==> config.mk <==
export PLATFORM = sky130hd
export DESIGN_NAME = iter_rect
export DESIGN_NICKNAME = d
export VERILOG_FILES = /design/src/rtl/iter_rect.sv
export SDC_FILE = /design/constraint.sdc
export NUM_CORES = 1
export LEC_CHECK = 0
export BUFFER_PORTS_ARGS = -buffer_cell sky130_fd_sc_hd__clkbuf_2
export CAP_MARGIN = 20
export CORE_UTILIZATION = 50
export DETAILED_ROUTE_END_ITERATION = 6
export PLACE_DENSITY = 0.71
export SETUP_SLACK_MARGIN = 0.15
export SYNTH_ARGS = -nofsm -noshare
export SYNTH_HDL_FRONTEND = slang
export SYNTH_SLANG_ARGS = --single-unit
==> constraint.sdc <==
create_clock -name clk -period 2.8 [get_ports clk]
set_clock_uncertainty 0.05 [all_clocks]
set_input_delay 0.14 -clock clk [delete_from_list [all_inputs] [get_ports clk]]
set_output_delay 0.14 -clock clk [all_outputs]
set_load 0.01 [all_outputs]
==> src/rtl/iter_rect.sv <==
// Rectangle pixel iterator. Walks a filled or outline-only axis-aligned
//   rectangle in raster order, one pixel per cycle, clipped to the coordinate space.
// Latency: the first pixel is presented the cycle after start is accepted.
//   The last pixel is followed one cycle later by a single-cycle done pulse.
// Backpressure: with oe low, the current pixel, the position and the state hold.
//   abort overrides oe and returns the block to idle without a done pulse.
// Ports: clk/rst_n     clock and asynchronous active-low reset
//        start/abort   launch (accepted only when idle) / cancel the current draw
//        oe            downstream enable; the current pixel is consumed when high
//        mode,x0,y0,w,h geometry, sampled only on the accepting start cycle
//        x,y,drawing   current pixel and its qualifier (drawing = in DRAW and oe)
//        busy,done     draw in progress / one-cycle completion pulse
module iter_rect #(
  parameter int unsigned CORDW = 10
) (
  input  logic             clk,
  input  logic             rst_n,
  input  logic             start,
  input  logic             oe,
  input  logic             abort,
  input  logic             mode,
  input  logic [CORDW-1:0] x0,
  input  logic [CORDW-1:0] y0,
  input  logic [CORDW-1:0] w,
  input  logic [CORDW-1:0] h,
  output logic [CORDW-1:0] x,
  output logic [CORDW-1:0] y,
  output logic             drawing,
  output logic             busy,
  output logic             done
);

  typedef enum logic {IDLE = 1'b0, DRAW = 1'b1} state_t;

  localparam logic [CORDW-1:0] ONE = CORDW'(1);

  state_t state, state_next;

  // Latched geometry: start corner, clipped end corner and outline flag.
  logic [CORDW-1:0] xs, ys, xe, ye;
  logic             outline;

  // Endpoints carry one extra bit so a sum past the coordinate space is
  // caught and clamped instead of wrapping back to zero.
  logic [CORDW:0]   x1_sum, y1_sum;
  logic [CORDW-1:0] x1_clip, y1_clip;

  assign x1_sum  = {1'b0, x0} + {1'b0, w};
  assign y1_sum  = {1'b0, y0} + {1'b0, h};
  assign x1_clip = x1_sum[CORDW] ? '1 : x1_sum[CORDW-1:0];
  assign y1_clip = y1_sum[CORDW] ? '1 : y1_sum[CORDW-1:0];

  logic accept, advance, last_px, interior_row;

  assign accept       = (state == IDLE) && start;
  assign advance      = (state == DRAW) && oe && !abort;
  assign last_px      = (x == xe) && (y == ye);
  assign interior_row = (y != ys) && (y != ye);

  // State register
  always_ff @(posedge clk or negedge rst_n) begin
    if (!rst_n) state <= IDLE;
    else        state <= state_next;
  end

  // Next-state logic; abort takes priority over pixel consumption.
  always_comb begin
    state_next = state;
    case (state)
      IDLE: if (start) state_next = DRAW;
      DRAW: begin
        if (abort)                state_next = IDLE;
        else if (oe && last_px)   state_next = IDLE;
      end
      default: state_next = IDLE;
    endcase
  end

  // Outputs decoded from state
  always_comb begin
    busy    = (state == DRAW);
    drawing = (state == DRAW) && oe;
  end

  // Position walker, geometry latch and completion pulse
  always_ff @(posedge clk or negedge rst_n) begin
    if (!rst_n) begin
      x       <= '0;
      y       <= '0;
      xs      <= '0;
      ys      <= '0;
      xe      <= '0;
      ye      <= '0;
      outline <= 1'b0;
      done    <= 1'b0;
    end else begin
      done <= advance && last_px;
      if (accept) begin
        x       <= x0;
        y       <= y0;
        xs      <= x0;
        ys      <= y0;
        xe      <= x1_clip;
        ye      <= y1_clip;
        outline <= mode;
      end else if (advance) begin
        if (x != xe) begin
          // Interior outline rows only have the two edge pixels.
          if (outline && interior_row) x <= xe;
          else                         x <= x + ONE;
        end else if (y != ye) begin
          x <= xs;
          y <= y + ONE;
        end
      end
    end
  end

endmodule

==> metrics.md, run 1 <==
| Metric | Value |
|---|---|
| Placed insts | `606` |
| Sequential cell area fraction in the yosys report | `38.0%` |
| Final net count | `a little under 600` |
| Hold depth | `3` |
| Crit-path cells | `xor2_1 -> nor4_4 -> and3_2 -> a21oi_1 -> o32ai_1 -> a211o_1` |
| Final hold violation count | `0` |
| Yosys cell types | `53` |
| Vias | `around 3,800` |
| Pre-Repair DR Iteration Count | `5` |
| Synthesized Nets | `between 500 and 600` |
| Post-DP HPWL | `8.11 mm` |
| Pwr per Cell Area | `654 nW/um^2` |
| Gr ovfl total | `0` |
| Flop2flop setup slack | `0.32 ns` |
| Number of fillers in the final layout | `714` |
| Footprint of the multi-input gates | `2440 um^2` |
| Max incr delay on CP | `0.60 ns` |
| Vias in the first global route | `3,503` |
| CTS tree | `done` |
| Fin crit share | `88.6%` |
| First-iteration detailed-routing DRC count | `~240` |
| Cts bufs inserted | `9` |
| Core Box Area | `7890 um^2` |
| RSZ-0062 raised after global routing | `false` |
| Tot Pwr | `between 3000 and 4000 uW` |
| Sequential Area | `1580 um^2` |
| Area Growth Syn to Fin | `15.8%` |
| Io pins | `around 70` |
| WL/cell | `~17 um` |
| Final TNS setup | `0 ns` |
| Post-synth EDFFs | `0` |
| Routed Antenna Nets | `0` |
| GRT Total Usage | `between 20% and 30%` |
| CP Data Arrival Time | `2.65 ns` |
| Async SR Flop Fraction | `100%` |
| Hold Path Sink | `xs[9]` |
| Slowest cell on the critical path | `a21oi_1` |
| Die width | `approximately 93 um` |
| Starting density of the core | `52.6%` |
| Max IR drop VDD | `between 0.2 and 0.3 mV` |
| Slew Viols, Final | `0` |
| DRC | `0` |
| Tmin final | `approximately 2.5 ns` |
| Outcome | `finished clean` |
| First-pass GRT wire length | `17.5 mm` |
| CTS sink cnt | `63` |
| Area leader, netlist | `dfrtp_1` |
| Kind of critical path | `reg2reg` |
| Final Setup Violations | `0` |
| Syn. warnings | `0` |
| R2R cell count | `6` |
| Crit end category | `flip-flop` |
| R2r startpoint | `x[4]` |
| WL final | `roughly 11 mm` |
| Hold Path Class | `in2reg` |
| # rows | `32` |
| Leakage | `0.00218 uW` |
| CTS root buffer | `clkbuf_8` |
| Final Cell Area | `between 4000 and 5000 um^2` |
| DR vias/cell | `6.02` |
| Ant. Diodes | `0` |
| Largest net degree at the start of global routing | `34` |
| Antenna violations before repair | `0` |
| Worst path bufs/invs | `0` |
| Clock transition at path regs | `0.07 ns` |
| Highest clock rate | `403 MHz` |
| Worst r2r dst | `x[6]` |
| Fin util | `60.9%` |
| Share of cells above drive strength 1 | `19.2%` |
| Clock Latency Late Sink | `0.33 ns` |
| Placed Area | `between 4000 and 5000 um^2` |
| Gpl congestion | `0.956` |
| Die ar. | `8660 um^2` |
| Longest Clk Path Bufs | `2` |
| Number of synthesized register bits | `63` |
| Slew headroom | `a little under half` |
| PortBufs | `68` |
| Measured slew at the worst slew-check pin | `0.799 ns` |
| CP Data Required Time | `2.97 ns` |
| Die Y | `93.1 um` |
| Main synth FF type | `dfrtp_1` |
| Finished Layout Cells | `623` |
| Max cap viols | `0` |
| Synth Instances | `449` |
| Synth area leaders | `dfrtp_1, nand2_1, ha_1` |
| Avg Inst Size Synth | `9.23 um^2` |
| Post-Synthesis Cell Area | `4150 um^2` |
| Hold path start | `x0[9]` |
| CP top delay family | `compound AO/OA/AOI/OAI gates` |
| Crit-path max FO | `8` |
| Worst setup SP type | `flip-flop` |
| Yosys top cell area share | `38.0%` |
| H-tree Lvls | `3` |
-- cell families (layout without fill, tap and decap cells) --
family	after synthesis	after routing	share of synthesized area, %
mux	2	2	0.483
flops	63	63	38.0
buf+inv	32	104	3.29
fa+ha+maj	24	24	7.61
xor+xnor	52	52	11.0
simple gates	153	153	18.0
compound gates	123	123	21.6
-- routing by layer --
| layer | vias up | GRT usage [%] | part of all wire [%] |
|---|---|---|---|
| li1 | 1793 | - | - |
| met1 | 1803 | 40.8 | 49 |
| met2 | 140 | 37.4 | 43 |
| met3 | 14 | 3.25 | 6.5 |
| met4 | 0 | 8.46 | 1.3 |
| met5 | - | 0 | 0 |
-- synth_stat cells (3+ instances only) --
cell type / number
o22a_1: 18
nor2_1: 15
o21ai_0: 18
nor4_1: 4
xor2_1: 28
nand3_1: 24
a31oi_1: 3
o21bai_1: 3
clkbuf_1: 10
o32ai_1: 3
o21a_1: 3
a211oi_1: 5
and3_1: 3
nor3_1: 6
and2_1: 4
nand4_1: 10
a211o_1: 5
a41oi_1: 5
a21o_1: 11
a21oi_1: 21
dfrtp_1: 63
o211ai_1: 5
ha_1: 22
xnor2_1: 24
or4_1: 3
inv_1: 9
buf_2: 9
o41ai_1: 4
nand2_1: 74
o22ai_1: 3
-- layout by cell type (no fill, tap or decap), types with 15 or more instances in the layout --
cell | netlist | routed
ha_1 | 22 | 22
dfrtp_1 | 63 | 63
o21ai_0 | 18 | 18
nand2_1 | 74 | 74
nand3_1 | 24 | 24
xnor2_1 | 24 | 24
clkbuf_2 | 1 | 68
o22a_1 | 18 | 18
xor2_1 | 28 | 28
a21oi_1 | 21 | 21
nor2_1 | 15 | 15
-- state kept, by name, indices dropped and copies added (netlist names) --
| name | flops |
|---|---|
| xs | 10 |
| y | 10 |
| xe | 10 |
| ys | 10 |
| x | 10 |
| ye | 10 |
| outline | 1 |
| done | 1 |
| busy | 1 |
-- stage by stage --
| stage | worst slack [ns] | hold WS [ns] |
|---|---|---|
| floorplan | 0.546 | -0.206 |
| global placement | 0.390 | 0.199 |
| global route | 0.188 | 0.0309 |
| finish | 0.319 | 0.0283 |
| CTS | 0.336 | 0.0153 |
| detailed placement | 0.326 | 0.211 |
-- worst min-delay path, stage by stage --
cell and delay, ns:
clkbuf_2 0.09, nand2_1 0.08, nand2_1 0.07
-- area by class of cell --
type | instances | share of cell area, %
clock buffers | 13 | 3.31
multi-input cells | 354 | 50.9
repair buffers | 81 | 9.54
well taps | 102 | 2.66
flip-flops and latches | 63 | 32.8
inverters | 9 | 0.703
clock inverters | 1 | 0.104
-- repair_timing --
action / 4_1_cts / 5_1_grt
resized for setup: 0 / 2
setup endpoints to repair: 0 / 3
buffers inserted: 0 / 0
hold buffers: 3 / 0
endpoints found under the hold margin: 32 / 0
-- worst max-delay path by stage --
| stage | start | end | slack [ns] | depth (start not counted) |
|---|---|---|---|---|
| floorplan | y0[0] | ye[1] | 0.55 | 9 |
| global placement | y0[0] | ye[1] | 0.39 | 9 |
| detailed placement | y0[0] | ye[3] | 0.33 | 9 |
| CTS | x[3] | y[8] | 0.34 | 6 |
| global route | x[3] | y[4] | 0.19 | 7 |
| finish | x[4] | x[6] | 0.32 | 6 |
-- where the power goes --
| part | switching [uW] | internal (uW) |
|---|---|---|
| combinational | 571 | 490 |
| clock | 317 | 359 |
| sequential | 282 | 1120 |
No activity file was read; power rests on OpenSTA's default activity.
==> run 2, diff against run 1 <==
CELL_PAD_IN_SITES_DETAIL_PLACEMENT = 1   (was not set)
CELL_PAD_IN_SITES_GLOBAL_PLACEMENT = 2   (was not set)
CORE_UTILIZATION = 35   (was 50)
PLACE_DENSITY = 0.79   (was 0.71)
==> run 2 against run 1 <==
Sequential cell count did not move; setup slack got worse by 0.099 ns; final area rose by 3.6%; clock-buffer cell count fell by 3; non-clock buffer count did not move; wire length rose by 20%.
==> metrics.md, run 2 (synthesis results as in run 1) <==
| Metric | Value |
|---|---|
| Ant. Diodes | `0 (unchanged)` |
| DR vias/cell | `5.56 (-7.7%)` |
| DRC | `0 (unchanged)` |
| H-tree Lvls | `3 (unchanged)` |
| Max cap viols | `0 (unchanged)` |
| WL/cell | `19.0 um (+13%)` |
| CP Data Arrival Time | `2.75 ns (+0.10 ns)` |
| CTS tree | `done` |
| CTS root buffer | `clkbuf_16` |
| First-pass GRT wire length | `20.6 mm (+18%)` |
| Starting density of the core | `36.1% (-16 points)` |
| Largest net degree at the start of global routing | `64 (+88%)` |
| Max IR drop VDD | `0.326 mV (+27%)` |
| Max incr delay on CP | `0.68 ns (+0.08 ns)` |
| Io pins | `69 (unchanged)` |
| Hold path start | `x0[9]` |
| Area Growth Syn to Fin | `20.0%` |
| Flop2flop setup slack | `0.22 ns (-0.10 ns)` |
| Pwr per Cell Area | `721 nW/um^2 (+10%)` |
| Commonest non-fill, non-tap cell in the layout | `nand2_1` |
| Longest Clk Path Bufs | `2 (unchanged)` |
| RSZ-0062 raised after global routing | `true` |
| Finished Layout Cells | `666 (+6.9%)` |
| Die width | `111 um (+19%)` |
| Crit-path cells | `xor2_1 -> nor4_4 -> and3_2 -> a21oi_1 -> o32ai_1 -> a211o_1` |
| Die ar. | `12,300 um^2 (+42%)` |
| Vias in the first global route | `3,804 (+8.6%)` |
| Final Setup Violations | `0 (unchanged)` |
| Tmin final | `2.58 ns (+0.0995 ns)` |
| Clock Latency Late Sink | `0.33 ns (about the same)` |
| # rows | `39 (+22%)` |
| Pre-Repair DR Iteration Count | `4 (-1)` |
| Slew Viols, Final | `0 (unchanged)` |
| Placed insts | `648 (+6.9%)` |
| Post-DP HPWL | `9.60 mm (+18%)` |
| Crit-path max FO | `8 (unchanged)` |
| Final hold violation count | `0 (unchanged)` |
| Hold depth | `3 (unchanged)` |
| Fin util | `43.4% (-18 points)` |
| Final hold slack | `0.00717 ns (-0.0211 ns)` |
| Final net count | `588 (unchanged)` |
| Hold Path Sink | `xs[9]` |
| Gpl congestion | `0.811 (-15%)` |
| CTS sink cnt | `63 (unchanged)` |
| Kind of critical path | `reg2reg` |
| Worst setup SP type | `flip-flop` |
| Core Box Area | `11,500 um^2 (+45%)` |
| Slowest cell on the critical path | `a21oi_1` |
| Routed Antenna Nets | `0 (unchanged)` |
| Antenna violations before repair | `0 (unchanged)` |
| # Post-CTS Setup Buffers | `0 (unchanged)` |
| Cts bufs inserted | `9 (unchanged)` |
| Worst r2r dst | `x[7]` |
| R2R cell count | `6 (unchanged)` |
| Die Y | `111 um (+19%)` |
| GRT Total Usage | `21.4% (-4.8 points)` |
| Vias | `3,702 (-1.3%)` |
| PortBufs | `68 (unchanged)` |
| Gr ovfl total | `0 (unchanged)` |
| Measured slew at the worst slew-check pin | `0.821 ns (+0.0222 ns)` |
| Tot Pwr | `3580 uW (+14%)` |
| R2r startpoint | `x[4]` |
| Final TNS setup | `0 ns (unchanged)` |
| Share of cells above drive strength 1 | `20.3% (+1.1 points)` |
| Crit end category | `flip-flop` |
| Highest clock rate | `388 MHz (-3.9%)` |
| First-iteration detailed-routing DRC count | `236 (-1.3%)` |
| Clock transition at path regs | `0.06 ns (about the same)` |
| Fin crit share | `92.2% (+3.6 points)` |
| Hold Path Class | `in2reg` |
| Commonest cells after routing, fill and taps aside | `nand2_1, clkbuf_2, dfrtp_1` |
| CP Data Required Time | `2.97 ns (about the same)` |
| Slew headroom | `45.3% (-1.5 points)` |
| WL final | `12.6 mm (+20%)` |
| Outcome | `finished clean` |
| Leakage | `0.00222 uW (+2.1%)` |
## run 2: routing by layer
metal	routed length (um)	global-route usage (%)
met5	0	0
met4	63	4.80
met3	501	3.17
met2	5640	32.3
met1	6440	32.2
## run 2: worst max-delay path: cells and delay by family, from the launching register on
family          cells  cell delay, ns
simple gates        2            0.39
flops               1            0.51
compound gates      3            1.24
xor+xnor            1            0.27
## run 2: worst max-delay path by stage
| stage | startpoint | end | cells after the start |
|---|---|---|---|
| 2_1_floorplan | y0[0] | ye[1] | 9 |
| 3_3_place_gp | y0[0] | ye[4] | 9 |
| 3_5_place_dp | y[0] | x[7] | 6 |
| 4_1_cts | y[0] | x[7] | 6 |
| 5_1_grt | x[0] | x[7] | 6 |
| 6_report | x[4] | x[7] | 6 |
## run 2: metrics by stage
step	cell area (um^2)	setup slack, ns
6_report	4970	0.219
2_1_floorplan	4150	0.546
5_1_grt	4970	0.147
3_5_place_dp	4660	0.188
4_1_cts	4970	0.190
3_3_place_gp	4660	0.274
## run 2: what timing repair did
item                       CTS  global route
gates resized for setup      0             3
setup endpoints to repair    0             9
hold buffers                 2             0
hold endpoints to repair    64             0
## run 2: where the power goes
| part | total (uW) | internal [uW] | switching, uW |
|---|---|---|---|
| clock network | 1050 | 625 | 428 |
| registers | 1400 | 1120 | 277 |
| logic | 1130 | 507 | 626 |
| total | 3580 | 2250 | 1330 |
## run 2: cell type report
type                    count  area [um^2]
clock buffers              10          239
clock inverters             6         45.0
fillers                  1347         6490
inverters                   9         33.8
multi-input cells         354         2440
flip-flops and latches     63         1580
well taps                 143          179
repair buffers             81          455
==> run 3, diff against run 2 <==
ABC_AREA = 0   (was not set)
CORE_UTILIZATION = 36   (was 35)
CTS_BUF_LIST = sky130_fd_sc_hd__clkbuf_8   (was not set)
PLACE_DENSITY = 0.81   (was 0.79)
SKIP_LAST_GASP = 1   (was not set)
==> run 3 against run 2 <==
Sequential power decreased by 3%; fmax is 2.7% higher; sequential share of layout area shrank 0.080 points; critical path type unchanged; critical endpoint is now x[6].
==> metrics.md, run 3 (synthesis results as in run 1) <==
| Metric | Value |
|---|---|
| Number of fillers in the final layout | `1,327 (-1.5%)` |
| Post-DP HPWL | `9.58 mm (-0.22%)` |
| Routed Antenna Nets | `0 (unchanged)` |
| Tmin final | `2.51 ns (-0.0675 ns)` |
| Commonest cells after routing, fill and taps aside | `nand2_1, clkbuf_2, dfrtp_1` |
| DR vias/cell | `5.61 (+0.91%)` |
| CTS tree | `done` |
| Largest net degree at the start of global routing | `64 (unchanged)` |
| RSZ-0062 raised after global routing | `false` |
| CTS root buffer | `clkbuf_8` |
| Gr ovfl total | `0 (unchanged)` |
| Slew headroom | `43.8% (-1.4 points)` |
| Outcome | `finished clean` |
| First-iteration detailed-routing DRC count | `208 (-12%)` |
| Clock transition at path regs | `0.07 ns (about the same)` |
| # rows | `38 (-2.6%)` |
| Max cap viols | `0 (unchanged)` |
| Crit end category | `flip-flop` |
| Starting density of the core | `37.6% (+1.4 points)` |
| CTS sink cnt | `63 (unchanged)` |
| Die ar. | `11,900 um^2 (-2.7%)` |
| Cts bufs inserted | `9 (unchanged)` |
| H-tree Lvls | `3 (unchanged)` |
| Core Box Area | `11,000 um^2 (-3.8%)` |
| Area Growth Syn to Fin | `20.3%` |
| WL/cell | `18.7 um (-1.6%)` |
| Leakage | `0.00225 uW (+1.5%)` |
| Worst path bufs/invs | `0 (unchanged)` |
| Io pins | `69 (unchanged)` |
| Crit-path cells | `xor2_1 -> nor4_4 -> and3_2 -> a21oi_1 -> o32ai_1 -> a211o_1` |
| GRT Total Usage | `22.5% (+1.1 points)` |
| Slew Viols, Final | `0 (unchanged)` |
| First-pass GRT wire length | `20.1 mm (-2.5%)` |
| Worst r2r dst | `x[6]` |
| Max IR drop VDD | `0.320 mV (-2.0%)` |
| Crit-path max FO | `7 (-1)` |
| Antenna violations before repair | `0 (unchanged)` |
| Worst setup SP type | `flip-flop` |
| R2r startpoint | `x[3]` |
| WL final | `12.6 mm (-0.58%)` |
| Longest Clk Path Bufs | `2 (unchanged)` |
| CP Data Required Time | `2.99 ns (+0.02 ns)` |
| Hold Path Sink | `ys[6]` |
| Share of cells above drive strength 1 | `20.5% (+0.18 points)` |
| Slowest cell on the critical path | `a21oi_1` |
| Commonest non-fill, non-tap cell in the layout | `nand2_1` |
| Final hold slack | `0.00880 ns (+0.00163 ns)` |
| Highest clock rate | `398 MHz (+2.7%)` |
| Clock Latency Late Sink | `0.36 ns (+0.03 ns)` |
| Die Y | `109 um (-1.4%)` |
| Vias in the first global route | `3,781 (-0.60%)` |
| Kind of critical path | `reg2reg` |
| Flop2flop setup slack | `0.29 ns (+0.07 ns)` |
| PortBufs | `68 (unchanged)` |
| Vias | `3,775 (+2.0%)` |
| DRC | `0 (unchanged)` |
| Hold Path Class | `in2reg` |
| Measured slew at the worst slew-check pin | `0.839 ns (+0.0181 ns)` |
| Max incr delay on CP | `0.62 ns (-0.06 ns)` |
| Hold depth | `3 (unchanged)` |
| CP Data Arrival Time | `2.71 ns (-0.04 ns)` |
| Final Setup Violations | `0 (unchanged)` |
| Final net count | `599 (+1.9%)` |
| Pre-Repair DR Iteration Count | `4 (unchanged)` |
| Fin crit share | `89.8% (-2.4 points)` |
| Pwr per Cell Area | `689 nW/um^2 (-4.4%)` |
| Final hold violation count | `0 (unchanged)` |
| Gpl congestion | `0.838 (+3.3%)` |
| CP top delay family | `compound AO/OA/AOI/OAI gates` |
| Hold path start | `y0[6]` |
| Ant. Diodes | `0 (unchanged)` |
| R2R cell count | `6 (unchanged)` |
| Final TNS setup | `0 ns (unchanged)` |
| Die width | `109 um (-1.4%)` |
==> run 3: changes by cell type in the layout (fill, tap and decap cells not counted), moves of 2 or more <==
cell | previous run | this run
clkbuf_16 | 9 | 0
clkbuf_8 | 1 | 10
buf_4 | 10 | 17
dlygate4sd3_1 | 2 | 6
clkinvlp_4 | 3 | 0
bufinv_16 | 0 | 2
==> run 3: how the worst max path moves through the flow <==
stage	from	cells after the start	endpoint
after floorplan	y0[0]	9	ye[1]
after global placement	x[3]	6	x[7]
after detailed placement	x[3]	6	x[6]
after CTS	x[3]	6	x[6]
after global routing	x[3]	6	x[6]
final	x[3]	6	x[6]
==> run 3: repair_timing <==
item	in CTS	in global routing
buffers inserted	0	0
hold buffers	6	0
resized for setup	0	1
endpoints found under the hold margin	68	0
setup endpoints to repair	0	2
==> run 3: worst reg2reg max path: cells and delay by family, from the launching register on <==
kind / cells / cell delay [ns]
AO/OA/AOI/OAI: 3 / 1.18
flip-flops: 1 / 0.48
XOR/XNOR: 1 / 0.28
AND/OR/NAND/NOR: 2 / 0.41
==> run 3: report_power, final <==
part / switching (uW) / internal, uW
logic: 653 / 529
clock network: 373 / 514
registers: 245 / 1120
total: 1270 / 2160
==> run 3: cell type report <==
class,instances,area (um^2),area share [%]
timing repair buffer,92,548,11.0
clock inverter,5,73.8,1.48
inverter,9,33.8,0.678
clock buffer,10,138,2.76
multi-input combinational,354,2440,49.0
sequential,63,1580,31.6
tap,140,175,3.51
==> run 3: per-stage QoR <==
stage / setup slack (ns) / power, uW / util, % / cell area (um^2) / cells
3_3_place_gp: 0.326 / 2520 / 42.7 / 4710 / 652
3_5_place_dp: 0.284 / 2560 / 42.7 / 4710 / 652
6_report: 0.287 / 3430 / 45.2 / 4990 / 673
4_1_cts: 0.262 / 3460 / 45.2 / 4980 / 673
2_1_floorplan: 0.546 / 2110 / - / 4150 / 449
5_1_grt: 0.171 / 3640 / 45.2 / 4990 / 673
==> run 3: metal layers <==
layer | share of wire [%] | track usage [%] | wire length, um | vias up
li1 | - | - | - | 1819
met1 | 50 | 33.7 | 6310 | 1866
met2 | 44 | 32.6 | 5560 | 78
met3 | 4.3 | 4.27 | 546 | 12
met4 | 1.2 | 6.57 | 152 | 0
met5 | 0 | 0 | 0 | -
